**src/rtl/branch_resolve_bp_if.sv**
```systemverilog
// Resolve-stage bus for branch_resolve_bp: fetch-side predictor read port,
// execute-side resolve request, registered resolution results and statistics.
interface branch_resolve_bp_if #(
    parameter int IDX_W = 4,
    parameter int CNT_W = 16
);
    // fetch-stage predictor read
    logic [IDX_W-1:0] pred_idx;
    logic             pred_taken;

    // resolve request
    logic             res_valid;
    logic [IDX_W-1:0] res_idx;
    logic             res_bl;
    logic             res_comb;
    logic             res_tf;
    logic [2:0]       res_c;
    logic [3:0]       res_flags;
    logic             res_n;
    logic             res_pred;
    logic             flush;

    // registered resolution results
    logic             jump;
    logic             nullify;
    logic             mispredict;
    logic             out_valid;

    // statistics
    logic [CNT_W-1:0] branch_cnt;
    logic [CNT_W-1:0] mispred_cnt;

    // pipeline side: drives requests, consumes results
    modport master (
        output pred_idx,
        input  pred_taken,
        output res_valid, res_idx, res_bl, res_comb, res_tf,
        output res_c, res_flags, res_n, res_pred, flush,
        input  jump, nullify, mispredict, out_valid,
        input  branch_cnt, mispred_cnt
    );

    // resolve unit side
    modport slave (
        input  pred_idx,
        output pred_taken,
        input  res_valid, res_idx, res_bl, res_comb, res_tf,
        input  res_c, res_flags, res_n, res_pred, flush,
        output jump, nullify, mispredict, out_valid,
        output branch_cnt, mispred_cnt
    );
endinterface

```
**src/rtl/branch_resolve_bp.sv**
```systemverilog
// Execute-stage branch condition and resolution unit with a direct-mapped
// table of 2-bit saturating predictors and saturating statistics counters.
// Resolution outputs are registered and last a single cycle.
module branch_resolve_bp #(
    parameter int IDX_W = 4,
    parameter int CNT_W = 16
) (
    input  logic               clk,
    input  logic               reset,
    branch_resolve_bp_if.slave bus
);
    localparam int DEPTH = 2 ** IDX_W;
    localparam logic [CNT_W-1:0] CNT_MAX = '1;

    logic [1:0] pht [DEPTH];

    logic       accept;
    logic       is_branch;
    logic       cond;
    logic       taken;
    logic       mis;
    logic       train;
    logic [1:0] pht_cur;
    logic [1:0] pht_nxt;

    // Predictor read; held low during reset so fetch never sees a stale entry
    always_comb begin
        bus.pred_taken = ~reset & pht[bus.pred_idx][1];
    end

    // Compare condition from {Z,N,C,V}
    always_comb begin
        cond = 1'b0;
        case (bus.res_c)
            3'b000:  cond = 1'b0;
            3'b001:  cond = bus.res_flags[3];
            3'b010:  cond = bus.res_flags[2] ^ bus.res_flags[0];
            3'b011:  cond = (bus.res_flags[2] ^ bus.res_flags[0]) | bus.res_flags[3];
            3'b100:  cond = bus.res_flags[1];
            3'b101:  cond = bus.res_flags[1] | bus.res_flags[3];
            3'b110:  cond = bus.res_flags[0];
            3'b111:  cond = ~bus.res_flags[3];
            default: cond = 1'b0;
        endcase
    end

    // Branch resolution; BL wins over COMB, non-branches mispredict if predicted taken
    always_comb begin
        accept    = bus.res_valid & ~bus.flush;
        is_branch = bus.res_bl | bus.res_comb;
        taken     = bus.res_bl | (bus.res_comb & (cond ^ bus.res_tf));
        mis       = is_branch ? (taken ^ bus.res_pred) : bus.res_pred;
        train     = accept & bus.res_comb & ~bus.res_bl;
    end

    // Saturating update of the entry that produced the prediction
    always_comb begin
        pht_cur = pht[bus.res_idx];
        pht_nxt = pht_cur;
        if (taken) begin
            if (pht_cur != 2'b11) pht_nxt = pht_cur + 2'd1;
        end else begin
            if (pht_cur != 2'b00) pht_nxt = pht_cur - 2'd1;
        end
    end

    // Registered resolution results, one cycle after accept
    always_ff @(posedge clk or posedge reset) begin
        if (reset) begin
            bus.out_valid  <= 1'b0;
            bus.jump       <= 1'b0;
            bus.nullify    <= 1'b0;
            bus.mispredict <= 1'b0;
        end else begin
            bus.out_valid  <= accept;
            bus.jump       <= accept & taken;
            bus.nullify    <= accept & taken & bus.res_n;
            bus.mispredict <= accept & mis;
        end
    end

    // Predictor table; entries start weakly not-taken
    always_ff @(posedge clk or posedge reset) begin
        if (reset) begin
            for (int i = 0; i < DEPTH; i++) begin
                pht[i] <= 2'b01;
            end
        end else if (train) begin
            pht[bus.res_idx] <= pht_nxt;
        end
    end

    // Statistics counters, holding at all-ones
    always_ff @(posedge clk or posedge reset) begin
        if (reset) begin
            bus.branch_cnt  <= '0;
            bus.mispred_cnt <= '0;
        end else begin
            if (accept && is_branch && bus.branch_cnt != CNT_MAX) begin
                bus.branch_cnt <= bus.branch_cnt + 1'b1;
            end
            if (accept && mis && bus.mispred_cnt != CNT_MAX) begin
                bus.mispred_cnt <= bus.mispred_cnt + 1'b1;
            end
        end
    end
endmodule

```
**src/flat_wrapper.sv**
```systemverilog
// flat-port wrapper written by rule: the top's interface ports become plain ports
module branch_resolve_bp_flat 
#(
    parameter int IDX_W = 4,
    parameter int CNT_W = 16
)
  (clk, reset, bus_pred_idx, bus_pred_taken, bus_res_valid, bus_res_idx, bus_res_bl, bus_res_comb, bus_res_tf, bus_res_c, bus_res_flags, bus_res_n, bus_res_pred, bus_flush, bus_jump, bus_nullify, bus_mispredict, bus_out_valid, bus_branch_cnt, bus_mispred_cnt);
  branch_resolve_bp_if #(.IDX_W(IDX_W), .CNT_W(CNT_W)) bus_i ();
  input  logic clk;
  input  logic reset;
  input wire logic [$bits(bus_i.pred_idx)-1:0] bus_pred_idx;
  output wire logic [$bits(bus_i.pred_taken)-1:0] bus_pred_taken;
  input wire logic [$bits(bus_i.res_valid)-1:0] bus_res_valid;
  input wire logic [$bits(bus_i.res_idx)-1:0] bus_res_idx;
  input wire logic [$bits(bus_i.res_bl)-1:0] bus_res_bl;
  input wire logic [$bits(bus_i.res_comb)-1:0] bus_res_comb;
  input wire logic [$bits(bus_i.res_tf)-1:0] bus_res_tf;
  input wire logic [$bits(bus_i.res_c)-1:0] bus_res_c;
  input wire logic [$bits(bus_i.res_flags)-1:0] bus_res_flags;
  input wire logic [$bits(bus_i.res_n)-1:0] bus_res_n;
  input wire logic [$bits(bus_i.res_pred)-1:0] bus_res_pred;
  input wire logic [$bits(bus_i.flush)-1:0] bus_flush;
  output wire logic [$bits(bus_i.jump)-1:0] bus_jump;
  output wire logic [$bits(bus_i.nullify)-1:0] bus_nullify;
  output wire logic [$bits(bus_i.mispredict)-1:0] bus_mispredict;
  output wire logic [$bits(bus_i.out_valid)-1:0] bus_out_valid;
  output wire logic [$bits(bus_i.branch_cnt)-1:0] bus_branch_cnt;
  output wire logic [$bits(bus_i.mispred_cnt)-1:0] bus_mispred_cnt;
  assign bus_i.pred_idx = bus_pred_idx;
  assign bus_pred_taken = bus_i.pred_taken;
  assign bus_i.res_valid = bus_res_valid;
  assign bus_i.res_idx = bus_res_idx;
  assign bus_i.res_bl = bus_res_bl;
  assign bus_i.res_comb = bus_res_comb;
  assign bus_i.res_tf = bus_res_tf;
  assign bus_i.res_c = bus_res_c;
  assign bus_i.res_flags = bus_res_flags;
  assign bus_i.res_n = bus_res_n;
  assign bus_i.res_pred = bus_res_pred;
  assign bus_i.flush = bus_flush;
  assign bus_jump = bus_i.jump;
  assign bus_nullify = bus_i.nullify;
  assign bus_mispredict = bus_i.mispredict;
  assign bus_out_valid = bus_i.out_valid;
  assign bus_branch_cnt = bus_i.branch_cnt;
  assign bus_mispred_cnt = bus_i.mispred_cnt;
  branch_resolve_bp #(.IDX_W(IDX_W), .CNT_W(CNT_W)) u_core (.clk(clk), .reset(reset), .bus(bus_i));
endmodule
```
**config.mk**
```make
export PLATFORM = sky130hd
export DESIGN_NAME = branch_resolve_bp_flat
export DESIGN_NICKNAME = d
export VERILOG_FILES = /design/src/rtl/branch_resolve_bp_if.sv /design/src/rtl/branch_resolve_bp.sv /design/src/flat_wrapper.sv
export SDC_FILE = /design/constraint.sdc
export NUM_CORES = 1
export LEC_CHECK = 0
export CAP_MARGIN = 20
export CORE_UTILIZATION = 30
export DETAILED_ROUTE_END_ITERATION = 12
export MAX_ROUTING_LAYER = met4
export PLACE_DENSITY_LB_ADDON = 0.08
export SLEW_MARGIN = 20
export SYNTH_ARGS = -nofsm -noshare
export SYNTH_HDL_FRONTEND = slang
export SYNTH_SLANG_ARGS = --single-unit
```
**constraint.sdc**
```tcl
create_clock -name clk -period 11.02 [get_ports clk]
set_clock_uncertainty 0.15 [all_clocks]
set_input_delay 3.306 -clock clk [delete_from_list [all_inputs] [get_ports clk]]
set_output_delay 3.306 -clock clk [all_outputs]
set_load 0.01 [all_outputs]
```
==> results_dict.tcl <==
set metrics [dict create \
    antenna_cells 0 \
    async_flop_share_pct 100 \
    p_per_area_mw_per_mm2 148 \
    clock-sinks 68 \
    placed_area_mm2 0.00413 \
    r2r_start "u_core.pht[17]" \
    crit_arrival_ns 5.56 \
    grt_pass1_wl_um 13100 \
    fill_cells 1083 \
    final_common_cell "nand2_1" \
    pre_cts_slack_ns 1.98 \
    reg2reg_slack_ns 8.15 \
    place.gp.congestion 0.757 \
    dp_hpwl_um 5660 \
    period_share_pct 81.9 \
    fin_nets 407 \
    hold_path_class "reg2reg" \
    viasPerCell 4.76 \
    yosysWarnings 0 \
    cts_tree "yes" \
    finalCriticalPeriod_ns 9.02 \
    yosysSeqAreaShare_pct 51.1 \
    design.die.area_mm2 0.0117 \
    setup_viol 0 \
    wl_per_cell_um 14.8 \
    cts_buffers 9 \
    worst_pin_slew_ns 1.01 \
    slew_viol_final 0 \
    firstDrtPassIters 4 \
    clkTransAtPathRegs_ns 0.07 \
    crit_required_ns 7.56 \
    status "finished, final reports clean" \
    synth_edf_count 0 \
    drtAntennaViolNets 0 \
    clock_latency_ns 0.35 \
    final-hold-violation-count 0 \
    vias 2504 \
    hold_ws_ns 0.329 \
    fin_area_mm2 0.00433 \
    worst_setup_path_end_kind "primary output" \
    synth_seq_cells 68 \
    static-leakage-power_uw 0.00173 \
    cts_root_buffer "clkbuf_8" \
    cts-resized-gates 0 \
    post_cts_buffers 0 \
    die_h_um 108 \
    start_kind "primary input" \
    drt_first_iter_violations 68 \
    endpoint "bus_pred_taken" \
    r2r_end "u_core.pht[1]" \
    cp_max_fo 4 \
    postLayoutCoreUtil_pct 39.8 \
    antenna_found_initial 0 \
    overflow 0 \
    synth_area_mm2 0.00337 \
    io_buffers 60 \
    grt_usage_pct 15.3 \
    cts.htree.levels 3 \
    syn_nets 340 \
    core-area_mm2 0.0109 \
    worstSetupPathType "in2out" \
    die_w_um 108 \
    io_pins 61 \
    area_delta_synth_final_pct 28.5 \
    fmax_ghz 0.111 \
    start_util_pct 31.0 \
    ir_drop_uv 138 \
    final_cell_mix "nand2_1, clkdlybuf4s50_1, dfrtp_1" \
    row_count 38 \
    cp-startpoint "bus_pred_idx[0]" \
    rsz0062_at_grt "false" \
    ys.flop_type "dfrtp_1" \
    reg2reg_depth 6 \
    layout_setup_ws_ns 2.00 \
    clock_path_buffers 2 \
    grt_max_degree 69 \
    synth.distinct_cells 44 \
    avgSynthCellArea_um2 10.7 \
    slew_headroom_pct 32.1 \
    synthCells 314 \
    setup-tns-final_ns 0 \
    max_cap_violations 0 \
    drive_gt1_share_pct 14.8 \
    ctsHoldBuffers 0 \
    drc 0 \
    grt_pass1_vias 2564 \
    routed_wl_um 7810 \
]
## worst max-delay path, cell delays in order
cell	delay (ns)
clkdlybuf4s50_1	0.61
mux4_2	0.54
mux4_2	0.47
and2_1	0.17
clkdlybuf4s50_1	0.46
## cell usage after synthesis, types with 2 or more instances
cell type  instances  area, um^2
mux2_2             2        22.5
nor2_1            18        67.6
xnor2_1           19         166
buf_2              3        15.0
xor2_1            10        87.6
and2_1             6        37.5
nand3_1           11        55.1
nor2b_1            2        12.5
nand2_1           67         251
o21ai_0           33         165
dfrtp_1           52        1300
nor4bb_1           2        20.0
dfstp_2           16         420
buf_1              2        7.51
nand4_1           12        75.1
and3b_1            2        17.5
ha_1               2        25.0
mux4_2            13         293
and4_1             2        17.5
inv_1              2        7.51
and3_1             7        43.8
a22oi_1            2        15.0
nor3_1             2        10.0
nand2b_1           2        12.5
or2b_2             2        17.5
nor3b_1            3        22.5
nor4_1             3        18.8
## metrics by stage
stage | std cells | power, uW
after floorplan | 314 | 372
after global placement | 510 | 441
after detailed placement | 510 | 441
after CTS | 526 | 654
after global routing | 526 | 682
final | 526 | 642
## where the power goes
group / total, uW / switching [uW] / internal, uW
logic: 126 / 57.6 / 68.8
clock network: 208 / 102 / 105
registers: 308 / 28.7 / 280
total: 642 / 188 / 454
## worst min path at each step
stage	depth (start not counted)	from	to	slack, ns
global placement	2	u_core.pht[14]	u_core.pht[14]	0.32
detailed placement	2	u_core.pht[26]	u_core.pht[26]	0.32
floorplan	2	u_core.pht[26]	u_core.pht[26]	0.31
finish	2	u_core.pht[22]	u_core.pht[22]	0.33
CTS	2	u_core.pht[26]	u_core.pht[26]	0.34
global route	2	u_core.pht[30]	u_core.pht[30]	0.35
## layer usage
metal	routed length, um	up-vias	GRT usage [%]
met5	0	-	-
met4	72	0	4.40
met3	352	7	5.06
met2	3510	57	21.3
met1	3880	1187	21.0
li1	-	1253	-
## cell families after synthesis
family | count (synthesis) | synth area share (%)
muxes | 17 | 10.1
AOI/OAI and AO/OA | 45 | 8.20
and+or+nand+nor | 145 | 21.0
xor gates and xnor gates | 30 | 8.01
adders and majority gates | 2 | 0.742
buffers and inverters | 7 | 0.891
DFF | 68 | 51.1
## registers in the layout, summed over array words and instances, names as in the netlist
| name | cells |
|---|---|
| u_core.bus.nullify | 1 |
| u_core.bus.jump | 1 |
| u_core.bus.mispredict | 1 |
| u_core.pht | 32 |
| u_core.bus.out_valid | 1 |
| u_core.bus.mispred_cnt | 16 |
| u_core.bus.branch_cnt | 16 |
## cell type report
type	count	area (um^2)	share of cell area, %
Clock inverter	7	76.3	1.76
Clock buffer	9	124	2.86
Multi-Input combinational cell	239	1620	37.4
Inverter	2	7.51	0.173
Tap cell	140	175	4.04
Sequential cell	68	1720	39.7
Timing Repair Buffer	61	608	14.0
Note: power is estimated with default switching activity, not from simulation.
